File: src/rtl/mem_arbiter_pkg.sv
// Shared types and constants for the fetch/data unified-memory arbiter.
package mem_arbiter_pkg;

  localparam int unsigned ADDR_W          = 16;
  localparam int unsigned DATA_W          = 16;
  localparam int unsigned MEM_LAT_DEFAULT = 4;

  typedef enum logic [1:0] {
    IDLE  = 2'd0,
    I_ACC = 2'd1,
    D_ACC = 2'd2
  } arb_state_t;

  // Access held on the memory pins for the whole latency window
  typedef struct packed {
    logic              we;
    logic [ADDR_W-1:0] addr;
    logic [DATA_W-1:0] wdata;
  } mem_acc_t;

endpackage

File: src/rtl/mem_arbiter_if.sv
// Fetch port, data port and memory macro pins of the unified-memory arbiter.
interface mem_arbiter_if;

  logic                                i_req;
  logic [mem_arbiter_pkg::ADDR_W-1:0]  i_addr;
  logic                                i_flush;
  logic [mem_arbiter_pkg::DATA_W-1:0]  i_rdata;
  logic                                i_done;
  logic                                i_stall;

  logic                                d_req;
  logic                                d_we;
  logic [mem_arbiter_pkg::ADDR_W-1:0]  d_addr;
  logic [mem_arbiter_pkg::DATA_W-1:0]  d_wdata;
  logic [mem_arbiter_pkg::DATA_W-1:0]  d_rdata;
  logic                                d_done;
  logic                                d_stall;

  logic                                mem_en;
  logic                                mem_we;
  logic [mem_arbiter_pkg::ADDR_W-1:0]  mem_addr;
  logic [mem_arbiter_pkg::DATA_W-1:0]  mem_wdata;
  logic [mem_arbiter_pkg::DATA_W-1:0]  mem_rdata;

  // Arbiter side
  modport slave (
    input  i_req, i_addr, i_flush,
    input  d_req, d_we, d_addr, d_wdata,
    input  mem_rdata,
    output i_rdata, i_done, i_stall,
    output d_rdata, d_done, d_stall,
    output mem_en, mem_we, mem_addr, mem_wdata
  );

  // CPU pipeline and memory macro side
  modport master (
    output i_req, i_addr, i_flush,
    output d_req, d_we, d_addr, d_wdata,
    output mem_rdata,
    input  i_rdata, i_done, i_stall,
    input  d_rdata, d_done, d_stall,
    input  mem_en, mem_we, mem_addr, mem_wdata
  );

endinterface

File: src/rtl/mem_arbiter.sv
// Serialises fetch and data accesses onto one fixed-latency single-ported memory,
// with one-slot aging so a busy data port cannot starve fetch.
module mem_arbiter
  import mem_arbiter_pkg::*;
#(
  parameter int unsigned MEM_LAT = MEM_LAT_DEFAULT
) (
  input  logic         clk,
  input  logic         rst_n,
  mem_arbiter_if.slave bus
);

  localparam int unsigned      CNT_W    = (MEM_LAT > 1) ? $clog2(MEM_LAT) : 1;
  localparam logic [CNT_W-1:0] CNT_LOAD = CNT_W'(MEM_LAT - 1);

  arb_state_t        r_state,   w_state_nxt;
  logic [CNT_W-1:0]  r_cnt,     w_cnt_nxt;
  logic              r_aged,    w_aged_nxt;
  logic              r_flushed, w_flushed_nxt;
  logic              r_mem_en,  w_mem_en_nxt;
  mem_acc_t          r_acc,     w_acc_nxt;
  logic [DATA_W-1:0] r_i_rdata, w_i_rdata_nxt;
  logic [DATA_W-1:0] r_d_rdata, w_d_rdata_nxt;
  logic              r_i_done,  w_i_done_nxt;
  logic              r_d_done,  w_d_done_nxt;

  logic w_d_grant;
  logic w_i_grant;
  logic w_last;

  // Data wins unless fetch is also waiting and was already passed over once
  assign w_d_grant = bus.d_req & (~bus.i_req | ~r_aged);
  assign w_i_grant = bus.i_req & ~bus.i_flush;
  assign w_last    = (r_cnt == '0);

  // State and datapath registers
  always_ff @(posedge clk or negedge rst_n) begin
    if (!rst_n) begin
      r_state   <= IDLE;
      r_cnt     <= '0;
      r_aged    <= 1'b0;
      r_flushed <= 1'b0;
      r_mem_en  <= 1'b0;
      r_acc     <= '0;
      r_i_rdata <= '0;
      r_d_rdata <= '0;
      r_i_done  <= 1'b0;
      r_d_done  <= 1'b0;
    end else begin
      r_state   <= w_state_nxt;
      r_cnt     <= w_cnt_nxt;
      r_aged    <= w_aged_nxt;
      r_flushed <= w_flushed_nxt;
      r_mem_en  <= w_mem_en_nxt;
      r_acc     <= w_acc_nxt;
      r_i_rdata <= w_i_rdata_nxt;
      r_d_rdata <= w_d_rdata_nxt;
      r_i_done  <= w_i_done_nxt;
      r_d_done  <= w_d_done_nxt;
    end
  end

  // Grant, latency countdown and completion
  always_comb begin
    w_state_nxt   = r_state;
    w_cnt_nxt     = r_cnt;
    w_aged_nxt    = r_aged;
    w_flushed_nxt = r_flushed;
    w_mem_en_nxt  = r_mem_en;
    w_acc_nxt     = r_acc;
    w_i_rdata_nxt = r_i_rdata;
    w_d_rdata_nxt = r_d_rdata;
    w_i_done_nxt  = 1'b0;
    w_d_done_nxt  = 1'b0;

    unique case (r_state)
      IDLE: begin
        if (w_d_grant) begin
          w_state_nxt     = D_ACC;
          w_cnt_nxt       = CNT_LOAD;
          w_mem_en_nxt    = 1'b1;
          w_acc_nxt.we    = bus.d_we;
          w_acc_nxt.addr  = bus.d_addr;
          w_acc_nxt.wdata = bus.d_wdata;
          if (bus.i_req) begin
            w_aged_nxt = 1'b1;
          end
        end else if (w_i_grant) begin
          w_state_nxt    = I_ACC;
          w_cnt_nxt      = CNT_LOAD;
          w_mem_en_nxt   = 1'b1;
          w_acc_nxt.we   = 1'b0;
          w_acc_nxt.addr = bus.i_addr;
          w_aged_nxt     = 1'b0;
          w_flushed_nxt  = 1'b0;
        end
      end

      I_ACC: begin
        if (bus.i_flush) begin
          w_flushed_nxt = 1'b1;
        end
        if (w_last) begin
          w_state_nxt  = IDLE;
          w_mem_en_nxt = 1'b0;
          w_acc_nxt.we = 1'b0;
          // A squashed fetch still occupies the memory but reports nothing
          if (!(r_flushed || bus.i_flush)) begin
            w_i_done_nxt  = 1'b1;
            w_i_rdata_nxt = bus.mem_rdata;
          end
        end else begin
          w_cnt_nxt = r_cnt - CNT_W'(1);
        end
      end

      D_ACC: begin
        if (w_last) begin
          w_state_nxt  = IDLE;
          w_mem_en_nxt = 1'b0;
          w_acc_nxt.we = 1'b0;
          w_d_done_nxt = 1'b1;
          if (!r_acc.we) begin
            w_d_rdata_nxt = bus.mem_rdata;
          end
        end else begin
          w_cnt_nxt = r_cnt - CNT_W'(1);
        end
      end

      default: begin
        w_state_nxt  = IDLE;
        w_mem_en_nxt = 1'b0;
        w_acc_nxt.we = 1'b0;
      end
    endcase
  end

  assign bus.mem_en    = r_mem_en;
  assign bus.mem_we    = r_acc.we;
  assign bus.mem_addr  = r_acc.addr;
  assign bus.mem_wdata = r_acc.wdata;

  assign bus.i_rdata   = r_i_rdata;
  assign bus.i_done    = r_i_done;
  assign bus.d_rdata   = r_d_rdata;
  assign bus.d_done    = r_d_done;

  // Pipeline freeze terms, combinational from the live request
  assign bus.i_stall   = bus.i_req & ~r_i_done;
  assign bus.d_stall   = bus.d_req & ~r_d_done;

endmodule

File: src/flat_wrapper.sv
// flat-port wrapper written by rule: the top's interface ports become plain ports
module mem_arbiter_flat import mem_arbiter_pkg::*;
#(
  parameter int unsigned MEM_LAT = MEM_LAT_DEFAULT
)
  (clk, rst_n, bus_i_req, bus_i_addr, bus_i_flush, bus_d_req, bus_d_we, bus_d_addr, bus_d_wdata, bus_mem_rdata, bus_i_rdata, bus_i_done, bus_i_stall, bus_d_rdata, bus_d_done, bus_d_stall, bus_mem_en, bus_mem_we, bus_mem_addr, bus_mem_wdata);
  mem_arbiter_if bus_i ();
  input  logic clk;
  input  logic rst_n;
  input wire logic [$bits(bus_i.i_req)-1:0] bus_i_req;
  input wire logic [$bits(bus_i.i_addr)-1:0] bus_i_addr;
  input wire logic [$bits(bus_i.i_flush)-1:0] bus_i_flush;
  input wire logic [$bits(bus_i.d_req)-1:0] bus_d_req;
  input wire logic [$bits(bus_i.d_we)-1:0] bus_d_we;
  input wire logic [$bits(bus_i.d_addr)-1:0] bus_d_addr;
  input wire logic [$bits(bus_i.d_wdata)-1:0] bus_d_wdata;
  input wire logic [$bits(bus_i.mem_rdata)-1:0] bus_mem_rdata;
  output wire logic [$bits(bus_i.i_rdata)-1:0] bus_i_rdata;
  output wire logic [$bits(bus_i.i_done)-1:0] bus_i_done;
  output wire logic [$bits(bus_i.i_stall)-1:0] bus_i_stall;
  output wire logic [$bits(bus_i.d_rdata)-1:0] bus_d_rdata;
  output wire logic [$bits(bus_i.d_done)-1:0] bus_d_done;
  output wire logic [$bits(bus_i.d_stall)-1:0] bus_d_stall;
  output wire logic [$bits(bus_i.mem_en)-1:0] bus_mem_en;
  output wire logic [$bits(bus_i.mem_we)-1:0] bus_mem_we;
  output wire logic [$bits(bus_i.mem_addr)-1:0] bus_mem_addr;
  output wire logic [$bits(bus_i.mem_wdata)-1:0] bus_mem_wdata;
  assign bus_i.i_req = bus_i_req;
  assign bus_i.i_addr = bus_i_addr;
  assign bus_i.i_flush = bus_i_flush;
  assign bus_i.d_req = bus_d_req;
  assign bus_i.d_we = bus_d_we;
  assign bus_i.d_addr = bus_d_addr;
  assign bus_i.d_wdata = bus_d_wdata;
  assign bus_i.mem_rdata = bus_mem_rdata;
  assign bus_i_rdata = bus_i.i_rdata;
  assign bus_i_done = bus_i.i_done;
  assign bus_i_stall = bus_i.i_stall;
  assign bus_d_rdata = bus_i.d_rdata;
  assign bus_d_done = bus_i.d_done;
  assign bus_d_stall = bus_i.d_stall;
  assign bus_mem_en = bus_i.mem_en;
  assign bus_mem_we = bus_i.mem_we;
  assign bus_mem_addr = bus_i.mem_addr;
  assign bus_mem_wdata = bus_i.mem_wdata;
  mem_arbiter #(.MEM_LAT(MEM_LAT)) u_core (.clk(clk), .rst_n(rst_n), .bus(bus_i));
endmodule
File: config.mk
export PLATFORM = sky130hd
export DESIGN_NAME = mem_arbiter_flat
export DESIGN_NICKNAME = d
export VERILOG_FILES = /design/src/rtl/mem_arbiter_pkg.sv /design/src/rtl/mem_arbiter_if.sv /design/src/rtl/mem_arbiter.sv /design/src/flat_wrapper.sv
export SDC_FILE = /design/constraint.sdc
export NUM_CORES = 1
export LEC_CHECK = 0
export CORE_MARGIN = 3
export CORE_UTILIZATION = 38
export CTS_BUF_LIST = sky130_fd_sc_hd__clkbuf_8
export DETAILED_ROUTE_END_ITERATION = 10
export PLACE_DENSITY_LB_ADDON = 0.12
export SLEW_MARGIN = 40
export SYNTH_ARGS = -nofsm -noshare
export SYNTH_HDL_FRONTEND = slang
export SYNTH_SLANG_ARGS = --single-unit
export TNS_END_PERCENT = 20
File: constraint.sdc
create_clock -name clk -period 2.9 [get_ports clk]
set_input_delay 0.58 -clock clk [delete_from_list [all_inputs] [get_ports clk]]
set_output_delay 0.58 -clock clk [all_outputs]
set_load 0.005 [all_outputs]
After elaboration in Yosys (flattened, before gate mapping)
Cells that the tools add are included.
Operators by class
  bitwise gates (word level): 12
  add/subtract/negate cells: 1
  eq/ne operators: 9
  muxes and demuxes: 26
  reduce and logical (&&, ||, !) cells: 15
Operators with widths (count)
  17-bit 2-to-1 mux: 2
  1-bit 2-to-1 mux: 13
  2-bit 2-to-1 mux: 6
  3-bit AND reduction: 4
  2-bit != test, second input constant: 4
  2-bit one-hot mux with 2 select lines: 2
  1-bit inverter: 7
  1-bit one-hot mux with 2 select lines: 3
  2-bit AND reduction: 3
  2-bit nonzero test: 3
  1-bit bitwise AND: 4
  2-bit logical NOT: 2
  2-bit by 1-bit != test with 1-bit output, second input constant: 2
  4-bit AND reduction: 1
  3-bit by 1-bit != test with 1-bit output, second input constant: 1
  2-bit by 1-bit equality test with 1-bit output, second input constant: 1
  2-bit equality test, second input constant: 1
  2-bit OR reduction: 1
  2-bit by 1-bit subtractor with 2-bit output, second input constant: 1
  1-bit logical OR: 1
  1-bit bitwise OR: 1
Storage, ports and cells
  register bits: 74
  input bits: 70
  output and inout bits: 70
  logic and storage cells: 75

Depth between registers and ports, before layout
Gate-level depths: netlist (run 1).
  depth after elaboration: 5
  depth in mapped cells: 6
  mapped depth without buffers: 5

Least setup slack after synthesis (run 1)
Ideal clock, no wire load.
  path type: flip-flop to flip-flop
  start: register u_core.r_state[1]
  end: register u_core.r_i_rdata[10], in the netlist u_core.bus.i_rdata[10]
  setup time: 0.125 ns
  setup slack: 1.220 ns
  data required time: 2.775 ns
  clock period less this slack: 1.680 ns
  arrival: 1.555 ns
  stages on the path, launching flop included: 7
  buffers on the path: 2
  cells stage by stage: dfrtp_1 inv_1 ha_1 nor4bb_1 buf_2 buf_4 mux2_2
Between the ends
  longest elaborated chain between the ends: 2
Ends and longest elaborated chain
  from (decl): RTL line mem_arbiter.sv:16  | arb_state_t r_state, w_state_nxt;
  from (signal assigned): RTL line mem_arbiter.sv:50  | r_state <= w_state_nxt;
  2-bit by 1-bit equality test with 1-bit output: RTL line mem_arbiter.sv:76  | unique case (r_state)
  3-bit AND reduction (no line)
  to (signal assigned): RTL line mem_arbiter.sv:56  | r_i_rdata <= w_i_rdata_nxt;
  to (decl): RTL line mem_arbiter.sv:22  | logic [DATA_W-1:0] r_i_rdata, w_i_rdata_nxt;
Every way passes these cells.
A chain may end at the register's enable or synchronous reset.

Worst setup path after layout (run 1)
  start: input port bus_i_req
  end: output port bus_i_stall
Between the ends
  longest elaborated chain between the ends: 1
Ends and longest elaborated chain
  from (decl): RTL line flat_wrapper.sv:10  | input wire logic [$bits(bus_i.i_req)-1:0] bus_i_req;
  1-bit bitwise AND: RTL line mem_arbiter.sv:150  | assign bus.i_stall = bus.i_req & ~r_i_done;
  to (decl): RTL line flat_wrapper.sv:20  | output wire logic [$bits(bus_i.i_stall)-1:0] bus_i_stall;
Every way passes these cells.

==> out/qor.yml, run 1 <==
yosysTopAreaCell: "dfrtp_1"
gp_congestion: 0.722
grt_pass1_vias: 2412
drcViolationCount: 0
dp_hpwl_mm: 5.16
num_antenna_cells: 0
p_int_w: 0.00314
vias: 2269
power_frac_comb_pct: 45.8
crit_slowest_cell: "clkdlybuf4s50_1"
hp-class: "input pin to asynchronous set/reset pin"
yosysWarnings: 0
p_per_area_nw_per_um2: 927
p_seq_share_pct: 38.8
postSynthNetCount: 284
slew_headroom_pct: 51.6
grt_max_degree: 75
yosys-top-cells-count: "74 x dfrtp_1, 40 x mux2_2, 16 x nand3b_1, 16 x o221a_2, 8 x mux2_4"
cts_tree: "built"
clk_path_buf_depth: 2
required_ps: 2320
wl_per_cell_um: 15.7
ios: 140
initial_core_util_pct: 39.8
synth-async-reset-ratio_pct: 100
rsz0062_at_grt: "no"
cp_cell_sequence: "clkdlybuf4s50_1 -> nor2b_1 -> clkdlybuf4s50_1"
leakage_nw: 2.02
die_y_um: 96.7
synth-simple-area-share_pct: 7.77
startpoint_type: "input pin"
yosys.area_share.xor_xnor_pct: 0
dr.pass1.iters: 4
post_cts_buffers: 0
switchingPower_w: 0.00129
peakVddDrop_v: 0.000427
grt_overflow: 0
wl_met1_mm: 3.13
syn_area_per_cell_um2: 14.9
ant_nets: 0
arrival_ps: 1930
yosys-top-cells-area: "dfrtp_1 59%, mux2_2 14%, o221a_2 5.8%, mux2_4 3.8%, nand3b_1 3.8%"
synthFlopType: "dfrtp_1"
p_clk_share_pct: 15.5
synth_cells: 210
layout-drive-gt1-share_pct: 25.2
whs_ps: 248
syn_to_final_growth_pct: 53.0
maxCapViolCount: 0
timing.reg2reg.setup_slack_ps: 1040
final.period_utilization_pct: 86.6
synth_top_area_share_pct: 59.3
cts_root_buf: "clkbuf_8"
track_usage_pct: 16.0
ff2ff_path_depth: 5
critPathMaxStageDelay_ps: 640
synth-compound-area-share_pct: 9.89
ys_seq_area_share_pct: 59.3
ctsResizeCount: 0
grt_antenna_before_repair: 0
setup_violations: 0
dr_wl_met3_um: 504
cts_hold_buf: 0
wl_mm: 7.21
numPortBuffers: 139
clock.fmax_ghz: 0.398
worst_pin_slew_ps: 721
worst_clock_skew_ps: 8.55
synth.area.mux_share_pct: 18.6
synth_cell_types: 35
synth_top_family_by_area: "multiplexers"
clock_latency_ps: 330
wl_met2_mm: 3.48
numCtsBuffers: 9
syn_area_um2: 3120
period_minus_slack_ps: 2510
die_area_um2: 9350
r2r_end: "u_core.bus.d_rdata[15]"
endpoint_kind: "output port"
r2r_start: "u_core.r_cnt[0]"
worstSetupPathType: "input pin to output port"
htree_levels: 3
drt_iter0_drc: 71
clock-sinks: 74
cp_max_fo: 7
synth_edf_count: 0
synth_most_common_cell: "dfrtp_1"
rows: 32
final_max_slew_viol_count: 0
swShare_pct: 29.2
ys_ff_latch: 74
core-area_um2: 7850
die_x_um: 96.7
worst_path_most_repeated_cell: "clkdlybuf4s50_1"
clk_pin_slew_ps: 80
final.setup.tns_ps: 0
grt_pass1_wl_mm: 12.1
vias_per_cell: 4.94
design.final.nets: 427
finalHoldViolations: 0
top_layer_used: "met4"
status: "completed"
synthAdderAreaFrac_pct: 1.60
-- state kept, by name, summed over array words and instances, names as in the netlist --
register              cells
u_core.bus.i_done         1
u_core.r_state            2
u_core.r_aged             1
u_core.bus.d_done         1
u_core.bus.mem_en         1
u_core.bus.mem_wdata     16
u_core.bus.mem_we         1
u_core.bus.i_rdata       16
u_core.bus.mem_addr      16
u_core.r_flushed          1
u_core.r_cnt              2
u_core.bus.d_rdata       16
-- stage by stage --
stage	area (µm²)	cells	power [W]	util, %	setup WS (ps)
floorplan	3120	210	0.00268	-	1220
global placement	4610	444	0.00376	58.7	374
detailed placement	4610	444	0.00380	58.8	378
CTS	4780	459	0.00452	60.9	372
global route	4780	459	0.00475	60.9	363
finish	4780	459	0.00443	60.9	389
-- worst max-delay path by stage --
stage                                   to         startpoint  cells after the start
floorplan           u_core.bus.i_rdata[10]  u_core.r_state[1]                      6
finish                         bus_i_stall          bus_i_req                      3
global placement               bus_i_stall          bus_i_req                      3
CTS                            bus_i_stall          bus_i_req                      3
detailed placement             bus_i_stall          bus_i_req                      3
global route                   bus_i_stall          bus_i_req                      3
-- cell type report --
cell class	instances	area, µm²
inverter	5	18.8
clock buffer	10	138
sequential	74	1850
timing repair buffer	142	1420
clock inverter	5	31.3
tap	102	128
fill	658	3070
multi-input combinational	121	1200
-- placed cells by master, fill, tap and decap left out, drive strengths merged --
cell             n
nand3            2
o21ai            3
a21bo            1
clkinv           4
o31ai            1
clkinvlp         1
nor2             1
and2b            1
dfrtp           74
o22a             1
clkdlybuf4s50  138
nor2b            4
a22oi            1
and2             1
clkbuf          10
ha               4
nand2b           3
a21boi           2
a31oi            2
mux2            48
a32o             1
a21oi            3
buf              4
o22ai            2
or2b             1
o221a           16
nor4bb           1
mux2i            1
inv              5
nand3b          16
nand2            5
-- worst max-delay path: cells and delay by family --
family,cells,cell delay [ps]
buf+inv,2,1170
simple gates,1,180
-- logic make-up (layout without fill, tap and decap cells) --
kind of cell / count (synthesis) / after routing
flip-flops: 74 / 74
multiplexers: 49 / 49
AND/OR/NAND/NOR: 35 / 35
AO/OA/AOI/OAI: 33 / 33
buffers and inverters: 15 / 162
adder cells (fa/ha/maj): 4 / 4
-- layer usage --
| layer | vias up | global-route usage, % |
|---|---|---|
| met3 | 9 | 5.48 |
| met4 | 0 | 6.16 |
| li1 | 1062 | - |
| met5 | - | 0 |
| met2 | 83 | 25.2 |
| met1 | 1115 | 20.2 |
-- power groups by stage --
stage	registers, W	logic [W]	clock network (W)
2_1_floorplan	0.00175	0.000932	0
3_3_place_gp	0.00173	0.00203	0
3_5_place_dp	0.00174	0.00207	0
4_1_cts	0.00172	0.00207	0.000721
5_1_grt	0.00178	0.00220	0.000767
6_report	0.00172	0.00203	0.000685
No activity file was read; power rests on OpenSTA's default activity.
==> run 2, diff against run 1 <==
--- a/config.mk
+++ b/config.mk
@@ -6,10 +6,11 @@
 export NUM_CORES = 1
 export LEC_CHECK = 0
 export CORE_MARGIN = 3
-export CORE_UTILIZATION = 38
+export CORE_UTILIZATION = 46
 export CTS_BUF_LIST = sky130_fd_sc_hd__clkbuf_8
 export DETAILED_ROUTE_END_ITERATION = 10
 export PLACE_DENSITY_LB_ADDON = 0.12
+export SKIP_LAST_GASP = 1
 export SLEW_MARGIN = 40
 export SYNTH_ARGS = -nofsm -noshare
 export SYNTH_HDL_FRONTEND = slang
==> run 2 against run 1 <==
Compared with the run above: routed wire length rose by 2.3%; first-iteration DRC count fell by 11%; register-to-register slack got worse by 150 ps; sequential share of layout area fell by 0.35 points; via count rose by 0.79%; combinational power rose by 2%; critical path depth did not move; worst setup slack improved by 140 ps; sequential power barely moved; maximum frequency rose by 5.8%; non-clock buffer count rose by 2; die area fell by 16%; critical endpoint is now bus_d_stall; largest power group unchanged; highest routed layer unchanged.
==> out/qor.yml, run 2 (same netlist as run 1, synthesis figures left out) <==
clock_latency_ps: 340  # about the same
p_int_w: 0.00336  # +7.0%
peakVddDrop_v: 0.000577  # +35%
setup_violations: 0  # unchanged
grt_pass1_vias: 2379  # -1.4%
vias_per_cell: 5.23  # +5.9%
period_minus_slack_ps: 2370  # -138 ps
arrival_ps: 1790  # -140 ps
gp_congestion: 0.749  # +3.7%
ctsResizeCount: 0  # unchanged
core-area_um2: 6460  # -18%
ios: 140  # unchanged
num_antenna_cells: 0  # unchanged
swShare_pct: 28.4  # -0.79 points
worst_pin_slew_ps: 737  # +15.2 ps
hp-class: "input pin to asynchronous set/reset pin"
cp_cell_sequence: "clkdlybuf4s50_1 -> nor2b_1 -> clkdlybuf4s50_1"
final.period_utilization_pct: 81.9  # -4.7 points
status: "completed"
cp_max_fo: 5  # -2
post_dp_cell_area_um2: 4590  # -0.35%
die_y_um: 88.4  # -8.5%
worst_path_most_repeated_cell: "clkdlybuf4s50_1"
slew_headroom_pct: 50.8  # -0.85 points
drcViolationCount: 0  # unchanged
multiInputGateArea_um2: 1200  # unchanged
vias: 2287  # +0.79%
rows: 29  # -9.4%
endpoint_kind: "output port"
cts_tree: "built"
fin_util_pct: 74.7  # +14 points
numCtsBuffers: 9  # unchanged
design.final.nets: 429  # +0.47%
drt_iter0_drc: 63  # -11%
n_fill_cell: 451  # -31%
clk_pin_slew_ps: 70  # about the same
initial_core_util_pct: 48.4  # +8.6 points
finalHoldViolations: 0  # unchanged
p_per_area_nw_per_um2: 972  # +4.9%
crit_family: "buffers and inverters"
final_cell_mix: "138 x clkdlybuf4s50_1, 74 x dfrtp_1, 40 x mux2_2"
power_frac_comb_pct: 44.2  # -1.6 points
cts_hold_buf: 0  # unchanged
clk_path_buf_depth: 2  # unchanged
wl_mm: 7.38  # +2.3%
timing.critical_path.buf_inv: 2  # unchanged
ant_nets: 0  # unchanged
dp_hpwl_mm: 5.29  # +2.4%
crit_slowest_cell: "clkdlybuf4s50_1"
die_area_um2: 7820  # -16%
setup_ws_ps: 526  # +138 ps
grt_antenna_before_repair: 0  # unchanged
maxCapViolCount: 0  # unchanged
finalInstanceArea_um2: 4820  # +0.92%
track_usage_pct: 19.9  # +4.0 points
seq_area_um2: 1850  # unchanged
syn_to_final_growth_pct: 54.4
report.power.total_w: 0.00469  # +5.8%
startpoint_type: "input pin"
worst_clock_skew_ps: 8.62  # +0.0660 ps
critPathMaxStageDelay_ps: 540  # -100 ps
grt_pass1_wl_mm: 11.7  # -3.3%
final_common_cell: "clkdlybuf4s50_1"
required_ps: 2320  # about the same
leakage_nw: 2.07  # +2.1%
die_x_um: 88.4  # -8.5%
final.setup.tns_ps: 0  # unchanged
numPortBuffers: 139  # unchanged
post_cts_buffers: 0  # unchanged
htree_levels: 3  # unchanged
clock-sinks: 74  # unchanged
final_max_slew_viol_count: 0  # unchanged
clock.fmax_ghz: 0.421  # +5.8%
cts_root_buf: "clkbuf_8"
grt_max_degree: 75  # unchanged
layout-drive-gt1-share_pct: 25.6  # +0.35 points
p_clk_share_pct: 19.2  # +3.7 points
wl_per_cell_um: 16.9  # +7.5%
rsz0062_at_grt: "no"
dr.pass1.iters: 4  # unchanged
p_seq_share_pct: 36.6  # -2.2 points
grt_overflow: 0  # unchanged
worstSetupPathType: "input pin to output port"
dp_slack_ps: 509  # +131 ps
switchingPower_w: 0.00133  # +3.0%
run 2: through the flow:
step / hold slack (ps) / instances
global route: 277 / 437
CTS: 273 / 437
detailed placement: 492 / 421
floorplan: 284 / 210
global placement: 478 / 421
finish: 228 / 437
run 2: routing by layer:
| layer | global-route usage, % | share of wire (%) |
|---|---|---|
| met5 | 0 | 0 |
| met4 | 6.18 | 1.1 |
| met3 | 8.10 | 8.9 |
| met2 | 32.5 | 49 |
| met1 | 24.4 | 41 |
run 2: cell type report:
cell class | count | area share, %
well taps | 77 | 2.00
flip-flops and latches | 74 | 38.4
repair buffers | 144 | 29.6
inverters | 5 | 0.389
clock buffers | 11 | 3.14
clock inverters | 5 | 1.61
multi-input cells | 121 | 24.8
run 2: worst reg2reg max path: cells and delay by family (launching register included):
| family | cells | cell delay, ps |
|---|---|---|
| buf+inv | 2 | 420 |
| simple gates | 1 | 200 |
| mux | 1 | 360 |
| flops | 1 | 390 |
| fa+ha+maj | 1 | 540 |
run 2: power by group through the flow:
| stage | Combinational [W] | Sequential, W | Clock (W) |
|---|---|---|---|
| final | 0.00207 | 0.00172 | 0.000899 |
| after global routing | 0.00226 | 0.00178 | 0.000978 |
| after CTS | 0.00210 | 0.00172 | 0.000922 |
| after detailed placement | 0.00210 | 0.00173 | 0 |
| after global placement | 0.00205 | 0.00171 | 0 |
| after floorplan | 0.000932 | 0.00175 | 0 |
run 2: path summary, 6_finish.rpt:
kind	start	to	slack (ps)	depth (start not counted)
setup / recovery	bus_d_req	bus_d_stall	530	3
hold / removal	rst_n	u_core.bus.mem_addr[7]	230	1
min in group clk	u_core.bus.mem_wdata[1]	u_core.bus.mem_wdata[1]	510	1
setup reg to reg	u_core.r_state[1]	u_core.bus.mem_wdata[9]	890	5
hold reg to reg	u_core.bus.mem_wdata[1]	u_core.bus.mem_wdata[1]	510	1
max in group asynchronous	rst_n	u_core.bus.i_rdata[2]	2180	1
==> edit (settings of run 1) <==
The package constant `MEM_LAT_DEFAULT` goes from 4 to 2.
--- a/src/rtl/mem_arbiter_pkg.sv
+++ b/src/rtl/mem_arbiter_pkg.sv
@@ -4,5 +4,5 @@
   localparam int unsigned ADDR_W          = 16;
   localparam int unsigned DATA_W          = 16;
-  localparam int unsigned MEM_LAT_DEFAULT = 4;
+  localparam int unsigned MEM_LAT_DEFAULT = 2;
 
   typedef enum logic [1:0] {
Check against the original RTL: not equivalent (a bounded check fails within 4 cycles, from zero or initial values and one cycle with rst_n low).
==> edit against run 1 <==
  * Critical path depth is the same
  * Clock skew grew 1.7 ps
  * Sequential cell count shrank 1
  * Fmax grew 2.0%
  * Clock power grew 4.8%
  * Routed wire length grew 3.5%
  * Synthesized cell count shrank 4.3%
  * Count of clock-buffer cells in the layout is the same
  * Power grew 3.0%
  * Via count shrank 2.1%
  * Setup slack gained 49 ps
  * Design area shrank 2.3%
  * Area after synthesis shrank 3.7%
  * Critical path type unchanged
  * Critical endpoint unchanged
  * Largest power group unchanged
  * Highest routed layer unchanged
==> edit: results <==
[worst_setup_path]
cp-endpoint = bus_i_stall
r2r-end = u_core.bus.mem_addr[2]
cp_max_fo = 6
r2r_slack_ps = 900
reg2reg_from = u_core.r_state[1]
startpoint = bus_i_req
ff2ff_path_depth = 4
crit_arrival_ps = 1880

[cts]
cts.path.max_buffers = 2
clk_pin_slew_ps = 80
numCtsBuffers = 9
post_cts_buffers = 0
root_buffer = clkbuf_8
clk_latency_ps = 340
ctsResizeCount = 0
htreeDepth = 3

[yosys]
synth_cell_types = 30
ys_seq_area_share_pct = 60.73
syn-instance-count = 201
yosys_warnings = 0
synth_top_area_share_pct = 60.73
synth_top_cells_by_count = dfrtp_1, mux2_2, o221a_2, or3_1, inv_1
synth_fp_nets = 275
yosysTopAreaCell = dfrtp_1
async_flop_share_pct = 100.0
synthTopCellsByArea = dfrtp_1, mux2_2, o221a_2

[power]
ir_drop_mv = 0.5085
p_leak_uw = 0.001904
pwr_density_cell_nw_per_um2 = 977.0

[sta]
worst_clock_skew_ps = 10.21
tightest_slew_ps = 726.9
fin_crit_sh_pct = 84.90

[placement]
dp_cells = 433
pre_cts_slack_ps = 451.7
place_area_um2 = 4489
place.gp.congestion = 0.7150
io_buffers = 139
dp_hpwl_um = 5366

[routing]
vias_per_cell = 4.947
first_pass_iters = 4
drt_iter0_drc = 69
wl_per_cell_um = 16.61

[grt]
grt_max_degree = 74
antenna_found_initial = 0
grt.total_usage_pct = 16.38
met2_usage_pct = 24.25
use_met1_pct = 22.54
grt_pass1_wl_um = 11380
use_met3_pct = 5.020

[finish]
nFillCells = 588
final_cells = 449
fin_nets = 419
antenna_cells = 0
drive_gt1_share_pct = 26.00

[worst_hold_path]
hp-class = in2async

[run_status]
outcome = completed
edit: cell count changes in the layout (fill, tap and decap cells not counted), sizes merged, moves of 2 or more:
| cell | run 1 | this run |
|---|---|---|
| nand2 | 5 | 3 |
| nand2b | 3 | 1 |
| and2 | 1 | 3 |
| nand3 | 2 | 0 |
| clkinv | 4 | 2 |
| nand3b | 16 | 1 |
| or3 | 0 | 16 |
| clkinvlp | 1 | 4 |
edit: cell type report:
type | count | share of cell area (%)
sequential | 73 | 39.11
clock inverter | 6 | 0.9376
multi-input combinational | 113 | 23.49
timing repair buffer | 143 | 30.46
inverter | 5 | 0.4018
clock buffer | 10 | 2.947
tap | 99 | 2.652
edit: logic make-up after synthesis:
kind of cell | Yosys count | synth area share, %
flops | 73 | 60.73
mux | 49 | 18.30
compound gates | 31 | 9.526
simple gates | 29 | 6.906
buf+inv | 15 | 2.870
fa+ha+maj | 4 | 1.664
edit: metrics by stage:
| step | hold slack [ps] | power [µW] |
|---|---|---|
| CTS | 276.6 | 4630 |
| detailed placement | 483.9 | 3894 |
| global placement | 468.9 | 3843 |
| finish | 235.8 | 4563 |
| floorplan | 284.4 | 2638 |
| global route | 297.3 | 4854 |
edit: critical path, cell delays in order:
cell             delay [ps]
clkdlybuf4s50_1         620
nor2b_1                 170
clkdlybuf4s50_1         510
edit: report_power, final:
group / switching (µW) / internal [µW]
combinational: 661 / 1390
clock: 384 / 333
sequential: 274 / 1520
edit: metal layers:
metal  vias to the layer above  share of wire (%)
met3                         9                9.1
met2                       100                 44
met5                         -                  0
met4                         0                1.3
li1                       1030                  -
met1                      1082                 46
